`config.mk`:
```
export PLATFORM = sky130hd
export DESIGN_NAME = data_mem_lsu
export DESIGN_NICKNAME = d
export VERILOG_FILES = /design/src/rtl/mem_pkg.sv /design/src/rtl/lsu_align.sv /design/src/rtl/data_mem_lsu.sv
export SDC_FILE = /design/constraint.sdc
export NUM_CORES = 2
export LEC_CHECK = 0
export CORE_MARGIN = 5
export CORE_UTILIZATION = 30
export DETAILED_ROUTE_END_ITERATION = 8
export GPL_ROUTABILITY_DRIVEN = 1
export GPL_TIMING_DRIVEN = 0
export SYNTH_ARGS = -nofsm -noshare
export SYNTH_HDL_FRONTEND = slang
export SYNTH_SLANG_ARGS = --single-unit
```
`constraint.sdc`:
```
create_clock -name clk -period 6.4 [get_ports clk]
set_input_delay 0.64 -clock clk [delete_from_list [all_inputs] [get_ports clk]]
set_output_delay 0.64 -clock clk [all_outputs]
set_load 0.05 [all_outputs]
```
`src/rtl/mem_pkg.sv`:
```
// Shared definitions for the RV32I byte-addressable data memory.
package mem_pkg;

  localparam logic [2:0] F3_B  = 3'd0;
  localparam logic [2:0] F3_H  = 3'd1;
  localparam logic [2:0] F3_W  = 3'd2;
  localparam logic [2:0] F3_BU = 3'd4;
  localparam logic [2:0] F3_HU = 3'd5;

  typedef enum logic {
    ST_CLEAR,
    ST_RUN
  } state_t;

endpackage

```
`src/rtl/lsu_align.sv`:
```
// Byte-lane alignment for RV32I accesses: store lane mask/replication or load lane select/extension.
// A zero lane_mask means the funct3/offset pair is illegal or misaligned for this access type.
module lsu_align
  import mem_pkg::*;
(
  input  logic        is_load,
  input  logic [2:0]  funct3,
  input  logic [1:0]  byte_off,
  input  logic [31:0] data_in,
  output logic [3:0]  lane_mask,
  output logic [31:0] data_out
);

  logic [31:0] shifted;

  always_comb begin
    // NOTE: every output gets a default before the case so no path can infer a latch.
    lane_mask = 4'b0000;
    data_out  = '0;
    shifted   = data_in >> {byte_off, 3'b000};
    case (funct3)
      F3_B: begin
        lane_mask = 4'b0001 << byte_off;
        data_out  = is_load ? {{24{shifted[7]}}, shifted[7:0]} : {4{data_in[7:0]}};
      end
      F3_BU: if (is_load) begin
        lane_mask = 4'b0001 << byte_off;
        data_out  = {24'h0, shifted[7:0]};
      end
      F3_H: if (!byte_off[0]) begin
        lane_mask = byte_off[1] ? 4'b1100 : 4'b0011;
        data_out  = is_load ? {{16{shifted[15]}}, shifted[15:0]} : {2{data_in[15:0]}};
      end
      F3_HU: if (is_load && !byte_off[0]) begin
        lane_mask = byte_off[1] ? 4'b1100 : 4'b0011;
        data_out  = {16'h0, shifted[15:0]};
      end
      F3_W: if (byte_off == 2'b00) begin
        lane_mask = 4'b1111;
        data_out  = data_in;
      end
      default: ;
    endcase
  end

endmodule

```
`src/rtl/data_mem_lsu.sv`:
```
// Byte-addressable RV32I data memory with registered load port, error detection
// and an optional post-reset zeroing sweep.
module data_mem_lsu
  import mem_pkg::*;
#(
  parameter int DEPTH_WORDS    = 64,
  parameter bit CLEAR_ON_RESET = 1'b1
) (
  input  logic        clk,
  input  logic        rst,
  output logic        ready,
  input  logic        req_valid,
  input  logic        req_we,
  input  logic [2:0]  req_funct3,
  input  logic [31:0] req_addr,
  input  logic [31:0] req_wdata,
  output logic        rsp_valid,
  output logic [31:0] rsp_rdata,
  output logic        rsp_err
);

  localparam int             AW       = $clog2(DEPTH_WORDS);
  localparam logic [AW-1:0]  LAST_IDX = AW'(DEPTH_WORDS - 1);

  state_t         state_q, state_d;
  logic [AW-1:0]  cnt_q;
  logic [31:0]    mem [DEPTH_WORDS];

  logic [AW-1:0]  idx;
  logic           oob, req_err, accept;
  logic [3:0]     st_mask, ld_mask;
  logic [31:0]    st_data, ld_data, rd_word;
  logic [2:0]     ld_f3_q;
  logic [1:0]     ld_off_q;

  assign ready  = (state_q == ST_RUN);
  assign idx    = req_addr[AW+1:2];
  assign oob    = |req_addr[31:AW+2];
  assign accept = req_valid && ready && !rst;
  assign req_err = oob || (st_mask == 4'b0000);

  lsu_align u_store_align (
    .is_load   (!req_we),
    .funct3    (req_funct3),
    .byte_off  (req_addr[1:0]),
    .data_in   (req_wdata),
    .lane_mask (st_mask),
    .data_out  (st_data)
  );

  lsu_align u_load_align (
    .is_load   (1'b1),
    .funct3    (ld_f3_q),
    .byte_off  (ld_off_q),
    .data_in   (rd_word),
    .lane_mask (ld_mask),
    .data_out  (ld_data)
  );

  // NOTE: sequential state uses non-blocking assignments so every flop samples pre-edge values.
  always_ff @(posedge clk) begin
    if (rst) begin
      state_q <= CLEAR_ON_RESET ? ST_CLEAR : ST_RUN;
      cnt_q   <= '0;
    end else begin
      state_q <= state_d;
      if (state_q == ST_CLEAR) cnt_q <= cnt_q + 1'b1;
    end
  end

  always_comb begin
    state_d = state_q;
    if (state_q == ST_CLEAR && cnt_q == LAST_IDX) state_d = ST_RUN;
  end

  // NOTE: the array and its read register carry no reset so they map onto block RAM;
  // zeroing is done by the sweep instead.
  always_ff @(posedge clk) begin
    if (state_q == ST_CLEAR) begin
      mem[cnt_q] <= '0;
    end else if (accept && req_we && !req_err) begin
      for (int b = 0; b < 4; b++)
        if (st_mask[b]) mem[idx][8*b +: 8] <= st_data[8*b +: 8];
    end
    if (accept && !req_we) rd_word <= mem[idx];
  end

  always_ff @(posedge clk) begin
    if (rst) begin
      rsp_valid <= 1'b0;
      rsp_err   <= 1'b0;
      ld_f3_q   <= '0;
      ld_off_q  <= '0;
    end else begin
      rsp_valid <= accept && (!req_we || req_err);
      rsp_err   <= accept && req_err;
      if (accept && !req_we) begin
        ld_f3_q  <= req_funct3;
        ld_off_q <= req_addr[1:0];
      end
    end
  end

  // Data is only driven for good loads; errors and idle cycles present zero.
  assign rsp_rdata = (rsp_valid && !rsp_err && ld_mask != 4'b0000) ? ld_data : '0;

endmodule

```
==> impl_metrics.csv <==
group,metric,value,unit
sta,finalWorstSetupSlack,1.082,ns
worst_setup_path,worstPathRequired,6.85,ns
sta,setup_viol,0,
place,dpl.cell_count,8357,
final_layout,fin_cells,8753,
cts,clk_latency,0.90,ns
grt,grt_max_degree,41,
grt,grt.met3_usage,0.05889,
final_layout,final_util,0.3557,
floorplan,rows,194,
synth,ys_seq_elements,2094,
pwr,sequentialPowerShare,0.531,
outcome,violations,"capacitance limit, slew limit",
place,gp_congestion,1.016,
cts,cts_root_buf,"clkbuf_16",
worst_setup_path,worstPathCellList,"clkdlybuf4s50_1 > nor4_1 > nand4_1 > buf_2 > o31ai_1 > nand3_1 > nor3_1",
cts,cts_htree_levels,4,
worst_setup_path,worstPathMaxFanout,10,
synth,synth_edf_count,2080,
pwr,p_per_area,283.9,nW/um^2
sta,grt_setup_unrepaired,"no",
route,avgRoutedWirePerCell,33.74,um
place,pre_cts_ws,0.5299,ns
cts,cts_setup_buffers,0,
route,wl,295300,um
grt,grt_pass1_vias,46690,
worst_setup_path,crit_type,"in2reg",
cts,cts_hold_buf,0,
sta,final_max_slew_viol_count,56,
route,drc,0,
route,routed_via_density,5.582,
grt,antenna_found_initial,37,
sta,finalClockSkew,0.07915,ns
cts,cts_tree,"built",
route,postRouteAntennaNets,0,
pwr,internal_power,21.84,mW
floorplan,die_area,289900,sq um
sta,fin_crit,5.318,ns
cts,post_cts_resized,0,
final_layout,drive_gt1_frac,0.2185,
flow_run,cap_violations,11,
grt,grt_util_met1,0.2613,
final_layout,finalNetCount,4923,
pwr,total_power,28.14,mW
floorplan,ioPinCount,106,
cts,cts_sinks,2094,
route,dr.first_iter.drc_count,7710,
route,vias,48860,
pwr,switching_power,6.292,mW
sta,tightest_slew,1.660,ns
worst_setup_path,reg2reg_to,"mem[29][3]$_DFFE_PP_",
final_layout,area_growth,18.31,%
place,port_buffers,100,
pwr,p_leak,30.02,nW
worst_hold_path,hp-class,"in2reg",
worst_setup_path,reg2regPathDepth,6,
worst_setup_path,crit_slowest_cell,"o31ai_1",
worst_hold_path,worstHoldEndpoint,"ld_f3_q[2]$_SDFFE_PP0P_",
sta,max_freq,0.1880,GHz
worst_hold_path,whs_path_depth,3,
worst_setup_path,cp.arrival,5.77,ns
synth,netlist_instances,4404,
floorplan,initial_core_util,0.3007,
synth,synth_ff_type,"edfxtp_1",
outcome,status,"complete, but fails checks",
worst_setup_path,ff2ff_setup_slack,1.34,ns
sta,hold_viol_final,0,
grt,gr-usage-met2,0.2890,
sta,tns,0,ns
cts,clockBufferDepth,3,
floorplan,die_w,538.5,um
worst_setup_path,critPathCaptureType,"register",
synth,ys_warn_count,0,
floorplan,dieHeight,538.5,um
synth,synth_area,83780,sq um
cts,path_clk_slew,0.06,ns
pwr,p_clk_frac,0.419,
worst_setup_path,critical-path-max-stage-delay,1.29,ns
synth,async_reset_ff_frac,0,
pwr,switching_share,0.2236,
grt,grt_pass1_wl,395500,um
sta,slew_headroom,-0.1181,
pwr,worst_ir_drop_vdd,0.0002223,V
grt,grt-ovfl-total,0,
place,dp_hpwl,217200,um
worst_hold_path,hold_start,"req_funct3[2]",
synth,ys_seq_area_frac,0.7489,
floorplan,coreArea,278700,sq um
synth,postSynthAreaPerCell,19.02,sq um
worst_setup_path,timing.rr.start,"ready$_SDFFE_PP0P_",
synth,ys_types,64,
worst_setup_path,startpoint_type,"input pin",
sta,period_share,0.8310,
pwr,power_frac_comb,0.050,
cts,numCtsBuffers,205,
grt,grt.total_usage,0.1963,
grt,busiest_layer,"met2",
route,firstDrtPassIters,5,
synth,synth_nets,4476,
-- per-layer routing --
| metal | share of wire | wire [um] |
|---|---|---|
| met2 | 0.43 | 128200 |
| met4 | 0.062 | 18220 |
| met5 | 0.00054 | 158 |
| met1 | 0.38 | 112800 |
| met3 | 0.12 | 35970 |
-- layout by cell type (no fill, tap or decap), types with 10 or more instances in the layout --
master           instances
clkinv_2                25
clkinv_1                46
o21ai_0                 67
nor2_1                  64
nand2_1                 64
nand3_1                 54
clkdlybuf4s50_1        100
a21oi_1                 57
nor2b_1                 11
mux2i_1                493
mux2_2                  27
a31oi_4                 16
and4_1                  25
nor3_1                  83
buf_6                   15
nor3_2                 106
bufinv_16               13
o22ai_1                 22
dfxtp_1                 14
buf_12                  54
o211ai_1                49
buf_1                   23
a22oi_1                232
mux4_2                 328
buf_2                  114
a22o_1                  10
buf_4                   66
a31oi_1                 49
clkbuf_16              207
nor4_2                  46
clkbuf_1               229
edfxtp_1              2080
a211oi_1                14
and2_1                  12
diode_2                 18
-- worst max-delay path by stage --
stage | from | to | slack (ns)
6_report | req_addr[20] | mem[29][3]$_DFFE_PP_ | 1.08
5_1_grt | req_addr[1] | mem[44][18]$_DFFE_PP_ | 1.23
3_3_place_gp | req_addr[12] | mem[34][17]$_DFFE_PP_ | -4.89
4_1_cts | req_we | mem[55][14]$_DFFE_PP_ | 1.44
3_5_place_dp | req_we | mem[55][10]$_DFFE_PP_ | 0.53
2_1_floorplan | req_funct3[0] | mem[0][20]$_DFFE_PP_ | 1.78
-- kinds of logic (layout without fill, tap and decap cells) --
| kind of cell | count (synthesis) | in the layout | synth area share |
|---|---|---|---|
| other | 0 | 18 | 0 |
| muxes | 849 | 849 | 0.1508 |
| xor gates and xnor gates | 5 | 5 | 0.0005228 |
| AOI/OAI and AO/OA | 585 | 585 | 0.04858 |
| adders and majority gates | 1 | 1 | 0.0001493 |
| and+or+nand+nor | 534 | 534 | 0.03357 |
| DFF | 2094 | 2094 | 0.7489 |
| buffers and inverters | 336 | 943 | 0.01749 |
-- synthesized netlist by cell type (54+ instances only) --
| library cell | instances | share of area |
|---|---|---|
| a21oi_1 | 65 | 0.0039 |
| a22oi_1 | 232 | 0.021 |
| a31oi_1 | 65 | 0.0049 |
| buf_2 | 106 | 0.0063 |
| clkbuf_1 | 181 | 0.0081 |
| edfxtp_1 | 2080 | 0.75 |
| mux2i_1 | 494 | 0.059 |
| mux4_2 | 328 | 0.088 |
| nand2_1 | 64 | 0.0029 |
| nand3_1 | 54 | 0.0032 |
| nor2_1 | 74 | 0.0033 |
| nor3_1 | 189 | 0.011 |
| o21ai_0 | 67 | 0.0040 |
-- power groups by stage --
| stage | Combinational, mW | Sequential (mW) | Clock, mW |
|---|---|---|---|
| 2_1_floorplan | 0.663 | 15.2 | 0 |
| 3_3_place_gp | 1.32 | 15.2 | 0 |
| 3_5_place_dp | 1.35 | 15.2 | 0 |
| 4_1_cts | 1.35 | 15.0 | 11.9 |
| 5_1_grt | 1.40 | 14.9 | 12.5 |
| 6_report | 1.40 | 14.9 | 11.8 |
-- worst max-delay path: cells and delay by family --
family / cells / cell delay (ns)
compound gates: 1 / 1.29
buf+inv: 2 / 0.85
simple gates: 4 / 2.97
-- sequential cells by signal, summed over array words and instances (netlist names) --
| register | flops |
|---|---|
| mem | 2048 |
| rd_word | 32 |
| cnt_q | 6 |
| ld_f3_q | 3 |
| ld_off_q | 2 |
| ready | 1 |
| rsp_err | 1 |
| rsp_valid | 1 |
-- area by class of cell --
class,instances,area [sq um]
fillers,25980,179500
flip-flops and latches,2094,62740
multi-input cells,1974,20790
clock buffers,261,5403
well taps,3724,4659
repair buffers,240,2927
plain buffers,329,1444
clock inverters,106,1085
diodes,18,45.04
inverters,7,26.28
-- through the flow --
step / instance area, sq um / hold slack [ns]
6_report: 99120 / 0.1866
5_1_grt: 99080 / 0.1775
4_1_cts: 98870 / 0.1723
3_5_place_dp: 92380 / 0.5098
3_3_place_gp: 89440 / 0.5379
2_1_floorplan: 83780 / 0.4663
Power figures use the tool's default switching activity.
